**src/rtl/cache_ctrl.sv**
```systemverilog
// cache_ctrl: sequences one CPU load/store at a time through the combinational
// cache and a handshaked main-memory port. Read misses refill the cache from
// memory, writes go through to memory, and a watchdog aborts stalled memory
// transactions. All control outputs are registered from the next state.
module cache_ctrl #(
    parameter int unsigned TIMEOUT = 255,
    parameter int unsigned CNT_W   = 16
) (
    input  logic             clk,
    input  logic             reset,
    input  logic             cpuRead,
    input  logic             cpuWrite,
    input  logic [31:0]      cpuAddr,
    input  logic [31:0]      cpuWData,
    output logic             ready,
    output logic             done,
    output logic             error,
    output logic [31:0]      cpuRData,
    output logic             cacheRead,
    output logic             cacheWrite,
    output logic [31:0]      cacheAddr,
    output logic [31:0]      cacheWData,
    input  logic [31:0]      cacheRData,
    input  logic             cacheHit,
    output logic             memReq,
    output logic             memWe,
    output logic [31:0]      memAddr,
    output logic [31:0]      memWData,
    input  logic [31:0]      memRData,
    input  logic             memAck,
    output logic [CNT_W-1:0] hitCount,
    output logic [CNT_W-1:0] missCount
);

    typedef enum logic [2:0] {
        ST_IDLE     = 3'd0,
        ST_LOOKUP   = 3'd1,
        ST_WR_CACHE = 3'd2,
        ST_MEM_RD   = 3'd3,
        ST_FILL     = 3'd4,
        ST_MEM_WR   = 3'd5,
        ST_DONE     = 3'd6
    } state_t;

    // Watchdog value seen during the last permitted memory cycle.
    localparam logic [15:0]      WD_LAST = 16'(TIMEOUT - 1);
    localparam logic [CNT_W-1:0] CNT_MAX = {CNT_W{1'b1}};
    localparam logic [CNT_W-1:0] CNT_ONE = {{(CNT_W-1){1'b0}}, 1'b1};

    // Counter increment that sticks at all-ones instead of wrapping.
    function automatic logic [CNT_W-1:0] sat_inc(input logic [CNT_W-1:0] v);
        if (v == CNT_MAX) begin
            sat_inc = v;
        end else begin
            sat_inc = v + CNT_ONE;
        end
    endfunction

    state_t           state_r;
    state_t           state_next_s;
    logic             abort_s;
    logic             wd_limit_s;
    logic [15:0]      wd_cnt_r;
    logic [31:0]      addr_r;
    logic [31:0]      mem_wdata_r;
    logic [31:0]      cache_wdata_r;
    logic [31:0]      cpu_rdata_r;
    logic [CNT_W-1:0] hit_cnt_r;
    logic [CNT_W-1:0] miss_cnt_r;
    logic             ready_s, done_s, cache_read_s, cache_write_s, mem_req_s, mem_we_s;
    logic             ready_r, done_r, error_r, cache_read_r, cache_write_r, mem_req_r, mem_we_r;

    assign wd_limit_s = (wd_cnt_r == WD_LAST);

    // State register; reset abandons any transaction in flight.
    always_ff @(posedge clk) begin
        if (reset) begin
            state_r <= ST_IDLE;
        end else begin
            state_r <= state_next_s;
        end
    end

    // Next-state logic; an ack arriving in the limit cycle beats the watchdog.
    always_comb begin
        state_next_s = state_r;
        abort_s      = 1'b0;
        case (state_r)
            ST_IDLE: begin
                if (cpuRead) begin
                    state_next_s = ST_LOOKUP;
                end else if (cpuWrite) begin
                    state_next_s = ST_WR_CACHE;
                end else begin
                    state_next_s = ST_IDLE;
                end
            end
            ST_LOOKUP: begin
                if (cacheHit) begin
                    state_next_s = ST_DONE;
                end else begin
                    state_next_s = ST_MEM_RD;
                end
            end
            ST_WR_CACHE: state_next_s = ST_MEM_WR;
            ST_MEM_RD: begin
                if (memAck) begin
                    state_next_s = ST_FILL;
                end else if (wd_limit_s) begin
                    state_next_s = ST_DONE;
                    abort_s      = 1'b1;
                end else begin
                    state_next_s = ST_MEM_RD;
                end
            end
            ST_FILL: state_next_s = ST_DONE;
            ST_MEM_WR: begin
                if (memAck) begin
                    state_next_s = ST_DONE;
                end else if (wd_limit_s) begin
                    state_next_s = ST_DONE;
                    abort_s      = 1'b1;
                end else begin
                    state_next_s = ST_MEM_WR;
                end
            end
            ST_DONE: state_next_s = ST_IDLE;
            default: state_next_s = ST_IDLE;
        endcase
    end

    // Output decode from the next state so the strobes can be registered
    // and still line up with the state they belong to.
    always_comb begin
        ready_s       = 1'b0;
        done_s        = 1'b0;
        cache_read_s  = 1'b0;
        cache_write_s = 1'b0;
        mem_req_s     = 1'b0;
        mem_we_s      = 1'b0;
        case (state_next_s)
            ST_IDLE:     ready_s       = 1'b1;
            ST_LOOKUP:   cache_read_s  = 1'b1;
            ST_WR_CACHE: cache_write_s = 1'b1;
            ST_FILL:     cache_write_s = 1'b1;
            ST_MEM_RD:   mem_req_s     = 1'b1;
            ST_MEM_WR: begin
                mem_req_s = 1'b1;
                mem_we_s  = 1'b1;
            end
            ST_DONE:     done_s        = 1'b1;
            default:     ready_s       = 1'b0;
        endcase
    end

    // Registered control outputs; error is only ever set together with done.
    always_ff @(posedge clk) begin
        if (reset) begin
            ready_r       <= 1'b1;
            done_r        <= 1'b0;
            error_r       <= 1'b0;
            cache_read_r  <= 1'b0;
            cache_write_r <= 1'b0;
            mem_req_r     <= 1'b0;
            mem_we_r      <= 1'b0;
        end else begin
            ready_r       <= ready_s;
            done_r        <= done_s;
            error_r       <= abort_s;
            cache_read_r  <= cache_read_s;
            cache_write_r <= cache_write_s;
            mem_req_r     <= mem_req_s;
            mem_we_r      <= mem_we_s;
        end
    end

    // Watchdog: zero outside memory states, so it restarts on every entry.
    always_ff @(posedge clk) begin
        if (reset) begin
            wd_cnt_r <= 16'd0;
        end else if ((state_r != ST_MEM_RD) && (state_r != ST_MEM_WR)) begin
            wd_cnt_r <= 16'd0;
        end else if (!memAck) begin
            wd_cnt_r <= wd_cnt_r + 16'd1;
        end else begin
            wd_cnt_r <= wd_cnt_r;
        end
    end

    // Request capture and read-result / fill-data latching.
    always_ff @(posedge clk) begin
        if (reset) begin
            addr_r        <= 32'h0;
            mem_wdata_r   <= 32'h0;
            cache_wdata_r <= 32'h0;
            cpu_rdata_r   <= 32'h0;
        end else begin
            case (state_r)
                ST_IDLE: begin
                    if (cpuRead) begin
                        addr_r <= cpuAddr;
                    end else if (cpuWrite) begin
                        addr_r        <= cpuAddr;
                        mem_wdata_r   <= cpuWData;
                        cache_wdata_r <= cpuWData;
                    end
                end
                ST_LOOKUP: begin
                    if (cacheHit) begin
                        cpu_rdata_r <= cacheRData;
                    end
                end
                ST_MEM_RD: begin
                    if (memAck) begin
                        cpu_rdata_r   <= memRData;
                        cache_wdata_r <= memRData;
                    end else if (wd_limit_s) begin
                        cpu_rdata_r <= 32'h0;
                    end
                end
                default: ;
            endcase
        end
    end

    // Saturating hit/miss statistics from the cache probe cycles.
    always_ff @(posedge clk) begin
        if (reset) begin
            hit_cnt_r  <= '0;
            miss_cnt_r <= '0;
        end else if ((state_r == ST_LOOKUP) || (state_r == ST_WR_CACHE)) begin
            if (cacheHit) begin
                hit_cnt_r <= sat_inc(hit_cnt_r);
            end else begin
                miss_cnt_r <= sat_inc(miss_cnt_r);
            end
        end
    end

    assign ready      = ready_r;
    assign done       = done_r;
    assign error      = error_r;
    assign cpuRData   = cpu_rdata_r;
    assign cacheRead  = cache_read_r;
    assign cacheWrite = cache_write_r;
    assign cacheAddr  = addr_r;
    assign cacheWData = cache_wdata_r;
    assign memReq     = mem_req_r;
    assign memWe      = mem_we_r;
    assign memAddr    = {addr_r[31:2], 2'b00};
    assign memWData   = mem_wdata_r;
    assign hitCount   = hit_cnt_r;
    assign missCount  = miss_cnt_r;

endmodule

```
**config.mk**
```make
export PLATFORM = sky130hd
export DESIGN_NAME = cache_ctrl
export DESIGN_NICKNAME = d
export VERILOG_FILES = /design/src/rtl/cache_ctrl.sv
export SDC_FILE = /design/constraint.sdc
export NUM_CORES = 1
export LEC_CHECK = 0
export ABC_CLOCK_PERIOD_IN_PS = 3800
export CELL_PAD_IN_SITES_DETAIL_PLACEMENT = 0
export CELL_PAD_IN_SITES_GLOBAL_PLACEMENT = 2
export CORE_MARGIN = 3
export CORE_UTILIZATION = 26
export DETAILED_ROUTE_END_ITERATION = 10
export PLACE_DENSITY_LB_ADDON = 0.1
export SYNTH_ARGS = -nofsm -noshare
export SYNTH_HDL_FRONTEND = slang
export SYNTH_SLANG_ARGS = --single-unit
```
**constraint.sdc**
```tcl
create_clock -name clk -period 3.8 [get_ports clk]
set_input_delay 0.76 -clock clk [delete_from_list [all_inputs] [get_ports clk]]
set_output_delay 0.76 -clock clk [all_outputs]
set_load 0.05 [all_outputs]
```
==> flow_summary.toml <==
[cells_and_area]
multi_input_area_sq_mm = 0.003870
nets = 1390
n_fill_cell = 3185
diodes = 0
layout_common_cells = "clkdlybuf4s50_1, nand2_1, dfxtp_1"
drive_gt1_share_pct = 6.027
layout_commonest_cell = "clkdlybuf4s50_1"
final_cells = 1657
seq_area_sq_mm = 0.003724
finalInstanceArea_sq_mm = 0.01207
area_growth_pct = 48.42

[setup_path]
crit_path_end_kind = "output port"
start_kind = "flop"
crit_fanout = 6
slowest_stage = "clkdlybuf4s50_1"
path_delay_family = "buffers and inverters"
path_cells = "clkdlybuf4s50_1"
required_ns = 3.04
timing.critical_path.buf_inv = 1
crit_type = "reg2out"
arrival_ns = 1.76
critical-path-max-stage-delay_ns = 0.85

[global_routing]
grt_pass1_vias = 7724
antenna_found_initial = 5
grt_overflow = 0
grt_max_degree = 93
grt_util_all_layers_pct = 17.13
grt_pass1_wl_um = 44480

[cts]
cts_hold_buffers = 0
clk_pin_slew_ns = 0.07
post_cts_buffers = 0
cts_buffers = 17
cts_tree = "built"
root_buffer = "clkbuf_16"
insertion_delay_ns = 0.44
post_cts_resized = 0
clk_path_buf_depth = 2
cts.htree.levels = 4
cts.sinks = 186

[logic_synthesis]
synth_area_leaders = "dfxtp_1, nand2_1, nor2_1, a21oi_1, a311oi_2"
synth-edff-count = 0
synth_ff_type = "dfxtp_1"
ys_ff_latch = 186
seq_area_frac_synth_pct = 45.78
ys_types = 51
yosysWarnings = 0
syn_area_sq_mm = 0.008134
ys_async_sr_fraction_pct = 0
synthCells = 993
avgSynthCellArea_sq_um = 8.191
yosys.area.top_type = "dfxtp_1"
synth_top_cell_area_share_pct = 45.78

[pwr]
intPower_mw = 3.864
pwr_density_cell_mw_per_mm2 = 511.9
ir_worst_vdd_mv = 0.2994
p_switching_mw = 2.316
p_leak_nw = 4.078
p_clk_share_pct = 28.3
seq_power_share_pct = 36.9
p_comb_share_pct = 34.7
p_sw_share_pct = 37.48

[placement]
hpwl_um = 20740
dp_cells = 1629
numPortBuffers = 330
dp_slack_ns = 1.039
dpl_cell_area_sq_mm = 0.01152
place_congestion = 0.7908

[flow_run]
maxCapViolCount = 0

[floorplan]
core-area_sq_mm = 0.03075
die-area_sq_mm = 0.03344
die_w_um = 182.9
start_util_pct = 26.45
rows = 64
io_pins = 333
die_y_um = 182.9

[timing]
setup_tns_ns = 0
max_freq_ghz = 0.3975
min_period_ns = 2.516
finalClockSkew_ns = 0.008479
rsz0062_at_grt = "false"
hold_violations = 0
slew_violations = 0
setup_ws_ns = 1.284
slew_headroom_pct = 49.21
holdWs_ns = 0.4522
fin_crit_sh_pct = 66.20
final-setup-viol-count = 0
worst_pin_slew_ns = 0.7618

[run_status]
run_status = "completed"

[routing]
via_count = 7709
dr.pass1.iters = 6
wirelength_um = 29310
drt_iter0_markers = 314
drc = 0
drtAntennaViolNets = 0
routedWlPerCell_um = 17.69
viasPerCell = 4.652

[worst_hold_path]
hold_class = "reg2reg"
-- registers in the layout (all words and copies together), names as in the netlist, 3 cells and up --
name,flops
cacheAddr,32
cacheWData,32
cpuRData,32
hitCount,16
memWData,32
missCount,16
state_r,3
wd_cnt_r,16
-- through the flow --
stage | power, mW | utilization (%)
2_1_floorplan | 3.757 | -
3_3_place_gp | 4.495 | 37.46
3_5_place_dp | 4.497 | 37.46
4_1_cts | 6.295 | 39.26
5_1_grt | 6.489 | 39.26
6_report | 6.180 | 39.26
-- tightest hold or removal path, delay by kind of cell, from the launching register on --
kind,cells,cell delay [ns]
and+or+nand+nor,1,0.05
AOI/OAI and AO/OA,1,0.05
DFF,1,0.31
-- per-layer routing --
metal	share of wire (%)	vias to the layer above	global-route usage, %
met4	0.95	10	4.479
met1	41	3588	19.70
li1	-	3881	-
met3	8.6	27	7.775
met5	0.25	-	0
met2	49	203	29.03
-- path summary, 6_finish.rpt --
path                                    from      endpoint  cells past startpoint  slack, ns
worst min register to register  memWData[21]  memWData[21]                      2       0.45
worst max register to register   wd_cnt_r[0]  cpuRData[14]                      8       1.52
worst min-delay path            memWData[21]  memWData[21]                      2       0.45
worst max-delay path            missCount[7]  missCount[7]                      1       1.28
-- synth_stat cells (2+ instances only) --
cell type,n
a211oi_1,6
a21oi_1,77
a311oi_1,39
a311oi_2,25
and2_1,4
and3_1,3
and3b_1,2
and4_1,5
buf_1,3
buf_2,2
buf_4,34
buf_6,3
clkbuf_1,61
dfxtp_1,186
ha_1,4
inv_1,4
mux2i_1,2
nand2_1,246
nand2b_1,2
nand3_1,47
nand3b_1,2
nand4_1,12
nand4b_1,3
nor2_1,116
nor2b_1,5
nor3_1,17
nor3b_1,2
nor4_1,7
nor4b_1,3
o21ai_0,6
or2_2,2
or3_1,5
xnor2_1,31
xor2_1,10
-- layout make-up --
type | count | share of cell area, %
inverter | 4 | 0.1244
timing repair buffer | 342 | 28.28
clock buffer | 26 | 4.301
sequential | 186 | 30.84
tap | 396 | 4.104
multi-input combinational | 701 | 32.06
clock inverter | 2 | 0.2902
-- kinds of logic (layout without fill, tap and decap cells) --
kind of cell,count (synthesis),after routing,share of synthesized area (%)
AOI/OAI and AO/OA,163,163,15.77
xor gates and xnor gates,42,42,4.615
adders and majority gates,4,4,0.6153
buffers and inverters,107,374,6.814
DFF,186,186,45.78
muxes,2,2,0.2461
other,1,2,0.04610
and+or+nand+nor,488,488,26.12
-- power by group through the flow --
stage	Combinational (mW)	Clock, mW	Sequential [mW]
after floorplan	0.821	0	2.94
after global placement	2.17	0	2.33
after detailed placement	2.17	0	2.33
after CTS	2.17	1.83	2.29
after global routing	2.28	1.89	2.31
final	2.15	1.75	2.28
Note: power is estimated with default switching activity, not from simulation.
